$ cat config.mk
export PLATFORM = sky130hd
export DESIGN_NAME = demux_stream_scheduler
export DESIGN_NICKNAME = d
export VERILOG_FILES = /design/src/rtl/demux_stream_scheduler.sv
export SDC_FILE = /design/constraint.sdc
export NUM_CORES = 1
export LEC_CHECK = 0
export BUFFER_PORTS_ARGS = -buffer_cell sky130_fd_sc_hd__buf_2
export CAP_MARGIN = 30
export CORE_MARGIN = 1
export CORE_UTILIZATION = 53
export DETAILED_ROUTE_END_ITERATION = 8
export PLACE_DENSITY_LB_ADDON = 0.15
export SYNTH_ARGS = -nofsm -noshare
export SYNTH_HDL_FRONTEND = slang
export SYNTH_SLANG_ARGS = --single-unit
$ cat constraint.sdc
create_clock -name clk -period 5.2 [get_ports clk]
set_input_delay 1.04 -clock clk [delete_from_list [all_inputs] [get_ports clk]]
set_output_delay 1.04 -clock clk [all_outputs]
set_load 0.02 [all_outputs]
$ cat src/rtl/demux_stream_scheduler.sv
// Single-slot stream demux: routes each accepted beat to one output lane,
// either by a per-beat destination (addressed) or by round-robin over enabled lanes.
module demux_stream_scheduler #(
  parameter int unsigned DATA_W  = 8,
  parameter int unsigned NUM_OUT = 4,
  parameter int unsigned SEL_W   = 2
) (
  input  logic               clk,
  input  logic               rst_n,
  input  logic               mode,
  input  logic [NUM_OUT-1:0] en_mask,
  input  logic               in_valid,
  output logic               in_ready,
  input  logic [DATA_W-1:0]  in_data,
  input  logic [SEL_W-1:0]   in_dest,
  output logic [NUM_OUT-1:0] out_valid,
  input  logic [NUM_OUT-1:0] out_ready,
  output logic [DATA_W-1:0]  out_data,
  output logic [SEL_W-1:0]   out_sel,
  output logic [7:0]         drop_cnt
);

  localparam int unsigned CNT_W = 8;

  typedef enum logic {S_IDLE = 1'b0, S_HOLD = 1'b1} state_t;

  state_t             state_q, state_d;
  logic [SEL_W-1:0]   sel_q, sel_d;
  logic [DATA_W-1:0]  data_q, data_d;
  logic [CNT_W-1:0]   drop_q, drop_d;
  logic [SEL_W-1:0]   rr_last_q, rr_last_d;

  logic               occ_c;
  logic               rel_c;
  logic               acc_c;
  logic [SEL_W-1:0]   tgt_c;
  logic               tgt_ok_c;
  logic [SEL_W-1:0]   rr_tgt_c;
  logic               rr_hit_c;
  logic [SEL_W-1:0]   idx_c;

  assign occ_c    = (state_q == S_HOLD);
  assign rel_c    = occ_c && out_ready[sel_q];
  assign in_ready = !occ_c || rel_c;
  assign acc_c    = in_valid && in_ready;

  // Round-robin search starts just after rr_last and checks rr_last itself last.
  always_comb begin
    rr_tgt_c = '0;
    rr_hit_c = 1'b0;
    idx_c    = '0;
    for (int unsigned k = 1; k <= NUM_OUT; k++) begin
      idx_c = SEL_W'(rr_last_q + SEL_W'(k));
      if (!rr_hit_c && en_mask[idx_c]) begin
        rr_tgt_c = idx_c;
        rr_hit_c = 1'b1;
      end
    end
  end

  always_comb begin
    tgt_c    = mode ? rr_tgt_c : in_dest;
    tgt_ok_c = mode ? rr_hit_c : en_mask[in_dest];
  end

  // Slot next-state: a loading accept wins over release so back-to-back beats have no bubble.
  always_comb begin
    state_d   = state_q;
    sel_d     = sel_q;
    data_d    = data_q;
    drop_d    = drop_q;
    rr_last_d = rr_last_q;
    if (acc_c && tgt_ok_c) begin
      state_d = S_HOLD;
      sel_d   = tgt_c;
      data_d  = in_data;
      if (mode) begin
        rr_last_d = tgt_c;
      end
    end else if (rel_c) begin
      state_d = S_IDLE;
      data_d  = '0;
    end
    if (acc_c && !tgt_ok_c && (drop_q != {CNT_W{1'b1}})) begin
      drop_d = drop_q + CNT_W'(1);
    end
  end

  always_ff @(posedge clk) begin
    if (!rst_n) begin
      state_q   <= S_IDLE;
      sel_q     <= '0;
      data_q    <= '0;
      drop_q    <= '0;
      rr_last_q <= SEL_W'(NUM_OUT - 1);
    end else begin
      state_q   <= state_d;
      sel_q     <= sel_d;
      data_q    <= data_d;
      drop_q    <= drop_d;
      rr_last_q <= rr_last_d;
    end
  end

  assign out_valid = occ_c ? (NUM_OUT'(1) << sel_q) : '0;
  assign out_data  = data_q;
  assign out_sel   = sel_q;
  assign drop_cnt  = drop_q;

endmodule

======== Word level (Yosys, flattened, before mapping) ========
Cells that the tools add are included.
cells by class
  add/subtract/negate cells ............... 4
  magnitude comparators ................... 6
  equality and inequality tests ........... 1
  shift-type cells ........................ 1
  multiplexer cells ....................... 27
  reductions and logical operators ........ 16
operator list
  cell                 number
  $lt 2x3->1 const B   6
  $mux 8               2
  $mux 1               13
  $bmux 1 s2           6
  $mux 2               5
  $add 8x1->8 const B  1
  $logic_and 1x1->1    8
  $ne 8x8->1 const B   1
  $logic_not 1->1      5
  $add 2x2->2 const B  2
  $mux 4               1
  $shl 1x2->4 const A  1
  $add 2x1->2 const B  1
  $reduce_and 2->1     1
  $reduce_bool 2->1    1
  $logic_or 1x1->1     1
storage, ports and cells
  register bits after elaboration ......... 21
  input bits .............................. 22
  word-level logic and storage cells ...... 60

======== Logic depth before layout (Yosys ltp) ========
Gate-level depths: netlist of the first run.
  depth after elaboration ................. 17
  mapped depth ............................ 8
  mapped depth without buffers ............ 6

======== Worst setup path after synthesis of the first run ========
No wires, ideal clock.
  path type ............................... input to output
  from .................................... input port out_ready[3]
  to ...................................... output port in_ready
  arrival ................................. 1.691 ns
  required time ........................... 4.160 ns
  slack ................................... 2.469 ns
  stages on the path ...................... 2
  cells stage by stage .................... mux4_2 nand2b_4
between the ends
  longest elaborated chain between the ends .. 4
ends and longest elaborated chain
  what                          RTL line  RTL
  from (decl)                   17        input logic [NUM_OUT-1:0] out_ready,
  $bmux 1 s2                    43        assign rel_c = occ_c && out_ready[sel_q];
  $mux 1 (not written as such)  43
  $logic_and 1x1->1             43
  $logic_or 1x1->1              44        assign in_ready = !occ_c || rel_c;
  to (decl)                     13        output logic in_ready,
No other way between the ends. The select of a mux whose other input is x is not followed.

======== Worst setup path after layout of the first run ========
Ends and elaborated chain as after synthesis.

==> results of run 1 <==
## metrics by stage
| step | cells | power (W) | cell area [µm²] | setup slack, ns |
|---|---|---|---|---|
| finish | 214 | 0.000334 | 1490 | 2.22 |
| global placement | 210 | 0.000257 | 1460 | 2.23 |
| detailed placement | 210 | 0.000261 | 1460 | 2.22 |
| global route | 214 | 0.000354 | 1490 | 2.20 |
| floorplan | 146 | 0.000239 | 1260 | 2.47 |
| CTS | 214 | 0.000338 | 1490 | 2.22 |
## Yosys cell counts, types with 4 or more instances
master,instances,area share
nand3_1,16,0.063
nand2b_1,8,0.040
nor2_1,6,0.018
nand2_1,23,0.068
and3_1,4,0.020
dfxtp_1,21,0.33
nor4_2,4,0.040
o21ai_1,11,0.044
inv_1,4,0.012
mux2i_1,9,0.071
## cells by family (layout without fill, tap and decap cells)
| group | after synthesis | count (layout) | synth area share |
|---|---|---|---|
| mux | 14 | 14 | 0.142 |
| flops | 21 | 21 | 0.332 |
| fa+ha+maj | 1 | 1 | 0.00989 |
| compound gates | 23 | 23 | 0.115 |
| simple gates | 75 | 75 | 0.344 |
| buf+inv | 12 | 52 | 0.0564 |
## path summary, 6_finish.rpt
check / start / end / cells past startpoint
worst max register to register: out_sel[0]$_SDFFE_PN0P_ / rr_last_q[0]$_SDFFE_PN1P_ / 6
worst max-delay path: out_ready[3] / in_ready / 4
worst min-delay path: out_data[4]$_SDFFE_PN0P_ / out_data[4]$_SDFFE_PN0P_ / 2
worst min register to register: out_data[4]$_SDFFE_PN0P_ / out_data[4]$_SDFFE_PN0P_ / 2
## report_power, final
part | internal (W) | leakage (nW) | switching [W]
sequential | 0.000169 | 0.171 | 0.00000917
clock | 0.0000287 | 0.0177 | 0.0000488
combinational | 0.0000319 | 0.465 | 0.0000462
## flip-flops by register name (all words and copies together), names as in the netlist
register and cells:
drop_cnt 8, occ_c 1, out_data 8, out_sel 2, rr_last_q 2
## tightest hold or removal path, delay by kind of cell, from the launching register on
family           cells  cell delay, ns
flip-flops           1            0.33
AND/OR/NAND/NOR      1            0.05
AO/OA/AOI/OAI        1            0.05
## layer usage
metal,track usage,vias to the layer above,wire length [µm]
li1,-,600,-
met1,0.269,580,1160
met2,0.462,29,1440
met3,0.0268,2,100
met4,0.0694,0,13
met5,0,-,0
## final cells by class
class,instances,share of cell area
flip-flops and latches,21,0.282
repair buffers,44,0.148
clock buffers,3,0.0151
multi-input cells,113,0.518
inverters,4,0.0101
clock inverters,1,0.00336
well taps,28,0.0235
==> impl_metrics.tcl, run 1 <==
set metrics [dict create \
    finalMaxSlewViolations 0 \
    finalNetCount 210 \
    yosysSeqAreaShare 0.332 \
    rrSetupSlack_ns 3.12 \
    layout-drive-gt1-share 0.344 \
    layout_commonest_cell "buf_2" \
    layout_common_cells "buf_2 (44), nand2_1 (23), dfxtp_1 (21), nand3_1 (16), o21ai_1 (11)" \
    firstDrtPassIters 4 \
    crit_type "primary input to output pin" \
    worstPathCellList "buf_2 > mux4_2 > nand2b_4 > buf_2" \
    fillers 214 \
    cts_sinks 21 \
    grt_pass1_vias 1133 \
    num_antenna_cells 0 \
    crit_path_top_delay_cell "mux4_2" \
    fp-row-count 17 \
    required_ns 4.16 \
    outcome "finished clean" \
    cts_made_buffers 3 \
    wl_um 2720 \
    clk_latency_ns 0.30 \
    cts_tree "done" \
    syn_area_um2 1260 \
    min_period_ns 2.98 \
    path_buf_inv 2 \
    post-cts-setup-buffer-count 0 \
    clock_tree.buffer_depth 2 \
    syn_inst 146 \
    avgSynthCellArea_um2 8.66 \
    setup_tns_ns 0 \
    cts_root_buffer "clkbuf_4" \
    overflow 0 \
    postCtsHoldBufs 0 \
    via_per_inst 5.66 \
    multi_input_area_um2 773 \
    period_share 0.573 \
    synth-seq-cells 21 \
    critical-path-top-delay-family "multiplexers" \
    die_x_um 50.9 \
    max_cap_violations 0 \
    gp_congestion 0.830 \
    p_leak_nw 0.654 \
    cpMostUsedCell "buf_2" \
    post-route-util 0.668 \
    power.density_cell_area_nw_per_um2 224 \
    avgRoutedWirePerCell_um 12.7 \
    hold_violations 0 \
    worst_setup_hold_path_clk_slew_ns 0.12 \
    vias 1211 \
    vdd_drop_max_v 0.000199 \
    synthFlopType "dfxtp_1" \
    start_util 0.566 \
    hp-class "flip-flop to flip-flop" \
    critPathMaxStageDelay_ns 0.46 \
    drtIter0Drc 18 \
    setup_viol 0 \
    die_h_um 50.9 \
    synth_fp_nets 169 \
    io_pins 45 \
    synth-edff-count 0 \
    grt_setup_unrepaired "no" \
    synthArstFlopShare 0 \
    synth_cell_type_count 38 \
    cp.arrival_ns 1.94 \
    design.core.area_um2 2230 \
    yosys_warnings 0 \
    slew_headroom 0.577 \
    postRouteAntennaNets 0 \
    worst_pin_slew_ns 0.634 \
    skew_ns 0.00670 \
    fmax_mhz 336 \
    hpwl_um 2040 \
    worstPathMaxFanout 3 \
    dieArea_um2 2590 \
    crit_path_end_kind "output pin" \
    grt_pass1_wl_um 4680 \
    crit_path_start_kind "primary input" \
    worst_hold_slack_ns 0.463 \
    htreeDepth 1 \
    antenna_found_initial 0 \
    register_area_um2 420 \
    drc 0 \
    cts_resized 0 \
    track_usage 0.238 \
    grt_max_degree 34 \
    io_buffers 44 \
    area_delta_synth_final_pct 17.9 \
]
Note: power is estimated with default switching activity, not from simulation.
==> run 2, diff against run 1 <==
- CORE_UTILIZATION: 53 -> 49
- clock period: 5.2 -> 2.8 ns (I/O delays scaled with it)
==> impl_metrics.tcl, run 2 (synthesis results as in run 1) <==
set metrics [dict create \
    worstHoldPathCells 2 \
    postRouteAntennaNets 0 \
    via_per_inst 5.49 \
    cts_made_buffers 3 \
    gp_congestion 0.824 \
    crit_type "flip-flop to output pin" \
    clk_latency_ns 0.30 \
    clkPwrFrac 0.241 \
    avgRoutedWirePerCell_um 12.5 \
    stdcell_count 217 \
    required_ns 2.24 \
    track_usage 0.214 \
    swShare 0.319 \
    htreeDepth 1 \
    start_util 0.515 \
    power.density_cell_area_nw_per_um2 419 \
    die_h_um 52.8 \
    p_seq_frac 0.528 \
    fin_area_um2 1500 \
    cp.arrival_ns 1.65 \
    crit_path_end_kind "output pin" \
    finalNetCount 211 \
    fmax_mhz 452 \
    crit_path_start_kind "flip-flop" \
    antenna_found_initial 0 \
    clock_tree.buffer_depth 2 \
    num_antenna_cells 0 \
    io_pins 45 \
    dpl.cell_count 213 \
    design.core.area_um2 2450 \
    worstPathMaxFanout 7 \
    place_area_um2 1470 \
    p_int_w 0.000428 \
    vdd_drop_max_v 0.000276 \
    hold_violations 0 \
    post-cts-setup-buffer-count 0 \
    firstDrtPassIters 4 \
    outcome "finished clean" \
    layout-drive-gt1-share 0.348 \
    register_area_um2 420 \
    setup_viol 0 \
    period_share 0.790 \
    worst_setup_hold_path_clk_slew_ns 0.12 \
    min_period_ns 2.21 \
    cts_tree "done" \
    slew_headroom 0.612 \
    drc 0 \
    dieArea_um2 2790 \
    fillers 222 \
    vias 1192 \
    fp-row-count 18 \
    finalMaxSlewViolations 0 \
    layout_commonest_cell "buf_2" \
    postCtsHoldBufs 0 \
    p_sw_w 0.000201 \
    cts_resized 0 \
    setup_tns_ns 0 \
    grt_setup_unrepaired "no" \
    grt_pass1_vias 1089 \
    cts_root_buffer "clkbuf_4" \
    io_buffers 44 \
    post-route-util 0.612 \
    worst_pin_slew_ns 0.580 \
    drtIter0Drc 28 \
    cts_sinks 21 \
    layout_common_cells "buf_2 (44), nand2_1 (23), dfxtp_1 (21), nand3_1 (16), o21ai_1 (11)" \
    p_comb_frac 0.231 \
    multi_input_area_um2 773 \
    grt_pass1_wl_um 4400 \
    hp-class "flip-flop to flip-flop" \
    overflow 0 \
    hpwl_um 2010 \
    max_cap_violations 0 \
    die_x_um 52.8 \
    grt_max_degree 33 \
    skew_ns 0.000972 \
    reg2reg_depth 6 \
    p_leak_nw 0.659 \
    area_delta_synth_final_pct 18.7 \
    wl_um 2710 \
]
==> run 2: cell types whose count changed in the layout (fill, tap and decap cells not counted), sizes merged <==
cell  previous run  this run
buf             44        45
==> run 2: metal layers <==
layer | up-vias | track usage | routed length (µm)
met5 | - | 0 | 0
met4 | 0 | 0.0833 | 15
met3 | 2 | 0.0290 | 93
met2 | 25 | 0.392 | 1370
met1 | 566 | 0.247 | 1240
li1 | 599 | - | -
==> run 2: final cells by class <==
class                           count  share of cell area
Tap cell                           30              0.0250
Clock buffer                        3              0.0150
Clock inverter                      1             0.00333
Multi-Input combinational cell    113               0.515
Sequential cell                    21               0.280
Timing Repair Buffer               45               0.152
Inverter                            4              0.0100
==> run 2: worst paths after layout <==
| kind | from | end | slack, ns |
|---|---|---|---|
| worst max-delay path | out_sel[0]$_SDFFE_PN0P_ | in_ready | 0.59 |
| worst min-delay path | out_data[3]$_SDFFE_PN0P_ | out_data[3]$_SDFFE_PN0P_ | 0.46 |
| worst max register to register | out_sel[0]$_SDFFE_PN0P_ | rr_last_q[0]$_SDFFE_PN1P_ | 0.72 |
| worst min register to register | out_data[3]$_SDFFE_PN0P_ | out_data[3]$_SDFFE_PN0P_ | 0.46 |
==> run 2: stage by stage <==
step / power, W / setup slack [ns] / hold slack [ns]
after floorplan: 0.000443 / 0.726 / 0.536
after global placement: 0.000480 / 0.585 / 0.445
after detailed placement: 0.000484 / 0.547 / 0.447
after CTS: 0.000632 / 0.572 / 0.464
after global routing: 0.000662 / 0.502 / 0.467
final: 0.000629 / 0.589 / 0.462
==> run 2: critical path: stages (launching register included) <==
cell,delay [ns]
dfxtp_1,0.47
mux4_2,0.54
nand2b_4,0.17
buf_2,0.16
==> run 2: power groups by stage <==
stage | logic (W) | clock network [W] | registers [W]
after global routing | 0.000161 | 0.000167 | 0.000335
after CTS | 0.000146 | 0.000153 | 0.000332
after floorplan | 0.0000943 | 0 | 0.000349
after detailed placement | 0.000146 | 0 | 0.000338
final | 0.000145 | 0.000151 | 0.000332
after global placement | 0.000142 | 0 | 0.000338
==> run 3, diff against run 2 <==
- ABC_AREA: not set -> 1
- CORE_UTILIZATION: 49 -> 50
- clock period: 2.8 -> 2.3 ns (I/O delays scaled with it)
==> impl_metrics.tcl, run 3 <==
set metrics [dict create \
    grt_setup_unrepaired "no" \
    vdd_drop_max_v 0.000473 \
    synth_top_area_frac 0.311 \
    cts_tree "done" \
    hold_violations 0 \
    min-delay-start "in_data[7]" \
    synth-edff-count 0 \
    design.core.area_um2 2520 \
    cpMostUsedCell "nand2_1" \
    yosysSeqAreaShare 0.311 \
    synth_area_leaders "dfxtp_1 (31%), nand2_1 (17%), nand3_1 (8.9%)" \
    gp_congestion 0.834 \
    crit_path_top_delay_cell "dfxtp_1" \
    required_ns 2.53 \
    swShare 0.387 \
    synthArstFlopShare 0 \
    worstReg2RegStart "rr_last_q[0]$_SDFFE_PN1P_" \
    min_period_ns 1.95 \
    p_sw_w 0.000351 \
    overflow 0 \
    cp.arrival_ns 2.18 \
    die_h_um 54.0 \
    drtIter0Drc 43 \
    p_int_w 0.000556 \
    period_share 0.848 \
    fmax_mhz 513 \
    synth-seq-cells 21 \
    hp-class "primary input to flip-flop" \
    htreeDepth 1 \
    setup_tns_ns 0 \
    worst_pin_slew_ns 0.563 \
    fillers 241 \
    synthFlopType "dfxtp_1" \
    critPathLaunch "rr_last_q[0]$_SDFFE_PN1P_" \
    synth_cell_type_count 24 \
    p_comb_frac 0.337 \
    io_pins 45 \
    clock_tree.buffer_depth 2 \
    syn_inst 203 \
    finalMaxSlewViolations 0 \
    grt_pass1_wl_um 4950 \
    cts_resized 0 \
    worstPathCellList "inv_1 > nand2_1 > nand2_1 > nand2_1 > nand2_2 > nor2_8 > nand4_4 > nand3_4 > inv_2 > o21ai_1 > nor2_1" \
    vias 1417 \
    clk_latency_ns 0.32 \
    outcome "finished clean" \
    p_seq_frac 0.454 \
    worstPathMaxFanout 13 \
    worst_hold_slack_ns 0.373 \
    layout-drive-gt1-share 0.274 \
    p_leak_nw 0.826 \
    num_antenna_cells 0 \
    area_delta_synth_final_pct 19.8 \
    crit_path_end_kind "flip-flop" \
    postCtsHoldBufs 0 \
    hpwl_um 2260 \
    track_usage 0.233 \
    worst_setup_hold_path_clk_slew_ns 0.13 \
    syn_area_um2 1350 \
    clkPwrFrac 0.209 \
    yosys.area.top_type "dfxtp_1" \
    io_buffers 44 \
    yosys_warnings 0 \
    firstDrtPassIters 4 \
    cts_root_buffer "clkbuf_4" \
    critPathMaxStageDelay_ns 0.54 \
    slew_headroom 0.622 \
    fp-row-count 18 \
    grt_max_degree 16 \
    skew_ns 0.00736 \
    wl_um 2980 \
    layout_common_cells "nand2_1 (60), buf_2 (44), nand3_1 (24), dfxtp_1 (21), a21oi_1 (17)" \
    avgSynthCellArea_um2 6.65 \
    synth_fp_nets 226 \
    netlist_top_cells_count "nand2_1 (60), nand3_1 (24), dfxtp_1 (21)" \
    max_cap_violations 0 \
    post-cts-setup-buffer-count 0 \
    finalNetCount 272 \
    yosysMostFrequentCell "nand2_1" \
    postRouteAntennaNets 0 \
    avgRoutedWirePerCell_um 10.7 \
    setup_viol 0 \
    grt_pass1_vias 1170 \
    antenna_found_initial 0 \
    dieArea_um2 2910 \
    multi_input_area_um2 831 \
    cts_sinks 21 \
    cts_made_buffers 3 \
    crit_path_start_kind "flip-flop" \
    start_util 0.535 \
    register_area_um2 420 \
    drc 0 \
    power.density_cell_area_nw_per_um2 561 \
    layout_commonest_cell "nand2_1" \
    die_x_um 54.0 \
    crit_type "flip-flop to flip-flop" \
    via_per_inst 5.10 \
]
run 3: cell types whose count changed after synthesis, moves of 8 or more:
cell,change
nand2_1,+37
a21oi_1,+14
inv_1,+12
mux2i_1,-8
nand2b_1,-8
nand3_1,+8
run 3: cell type report:
type,instances,area share
clock buffer,3,0.0139
clock inverter,1,0.00464
inverter,21,0.0487
multi-input combinational,158,0.514
sequential,21,0.260
tap,30,0.0232
timing repair buffer,44,0.136
run 3: path summary, 6_finish.rpt:
kind         cells past startpoint                        to  slack (ns)
max                             11   out_sel[1]$_SDFFE_PN0P_        0.35
max reg2reg                     11   out_sel[1]$_SDFFE_PN0P_        0.35
min reg2reg                      2  out_data[5]$_SDFFE_PN0P_        0.49
min                              3  out_data[7]$_SDFFE_PN0P_        0.37
run 3: per-stage QoR:
stage | utilization | instances | setup slack [ns] | power [W] | instance area [µm²]
4_1_cts | 0.641 | 278 | 0.346 | 0.000914 | 1620
3_5_place_dp | 0.629 | 274 | 0.357 | 0.000725 | 1590
5_1_grt | 0.641 | 278 | 0.112 | 0.000972 | 1620
2_1_floorplan | - | 203 | 0.559 | 0.000649 | 1350
3_3_place_gp | 0.629 | 274 | 0.419 | 0.000723 | 1590
6_report | 0.641 | 278 | 0.349 | 0.000907 | 1620
run 3: critical path, delay by kind of cell (launching register included):
family | cells | cell delay, ns
and+or+nand+nor | 8 | 0.86
DFF | 1 | 0.54
buffers and inverters | 2 | 0.31
AOI/OAI and AO/OA | 1 | 0.14
run 3: layer usage:
layer  share of wire  vias to the layer above  track usage
met3           0.038                        4       0.0424
met5               0                        -            0
met2            0.45                       34        0.362
met4          0.0091                        0       0.0833
met1            0.50                      618        0.319
li1                -                      761            -
run 3: cells by family (layout without fill, tap and decap cells):
logic type / Yosys count / in the layout / share of synthesized area
simple gates: 125 / 125 / 0.472
compound gates: 27 / 27 / 0.101
buf+inv: 24 / 69 / 0.0732
flops: 21 / 21 / 0.311
xor+xnor: 4 / 4 / 0.0259
fa+ha+maj: 1 / 1 / 0.00927
mux: 1 / 1 / 0.00741
run 3: power by group through the flow:
stage                     registers [W]  logic (W)  clock network (W)
after CTS                      0.000411   0.000306           0.000196
after detailed placement       0.000419   0.000306                  0
after global routing           0.000416   0.000343           0.000214
after floorplan                0.000433   0.000217                  0
after global placement         0.000419   0.000304                  0
final                          0.000411   0.000306           0.000190
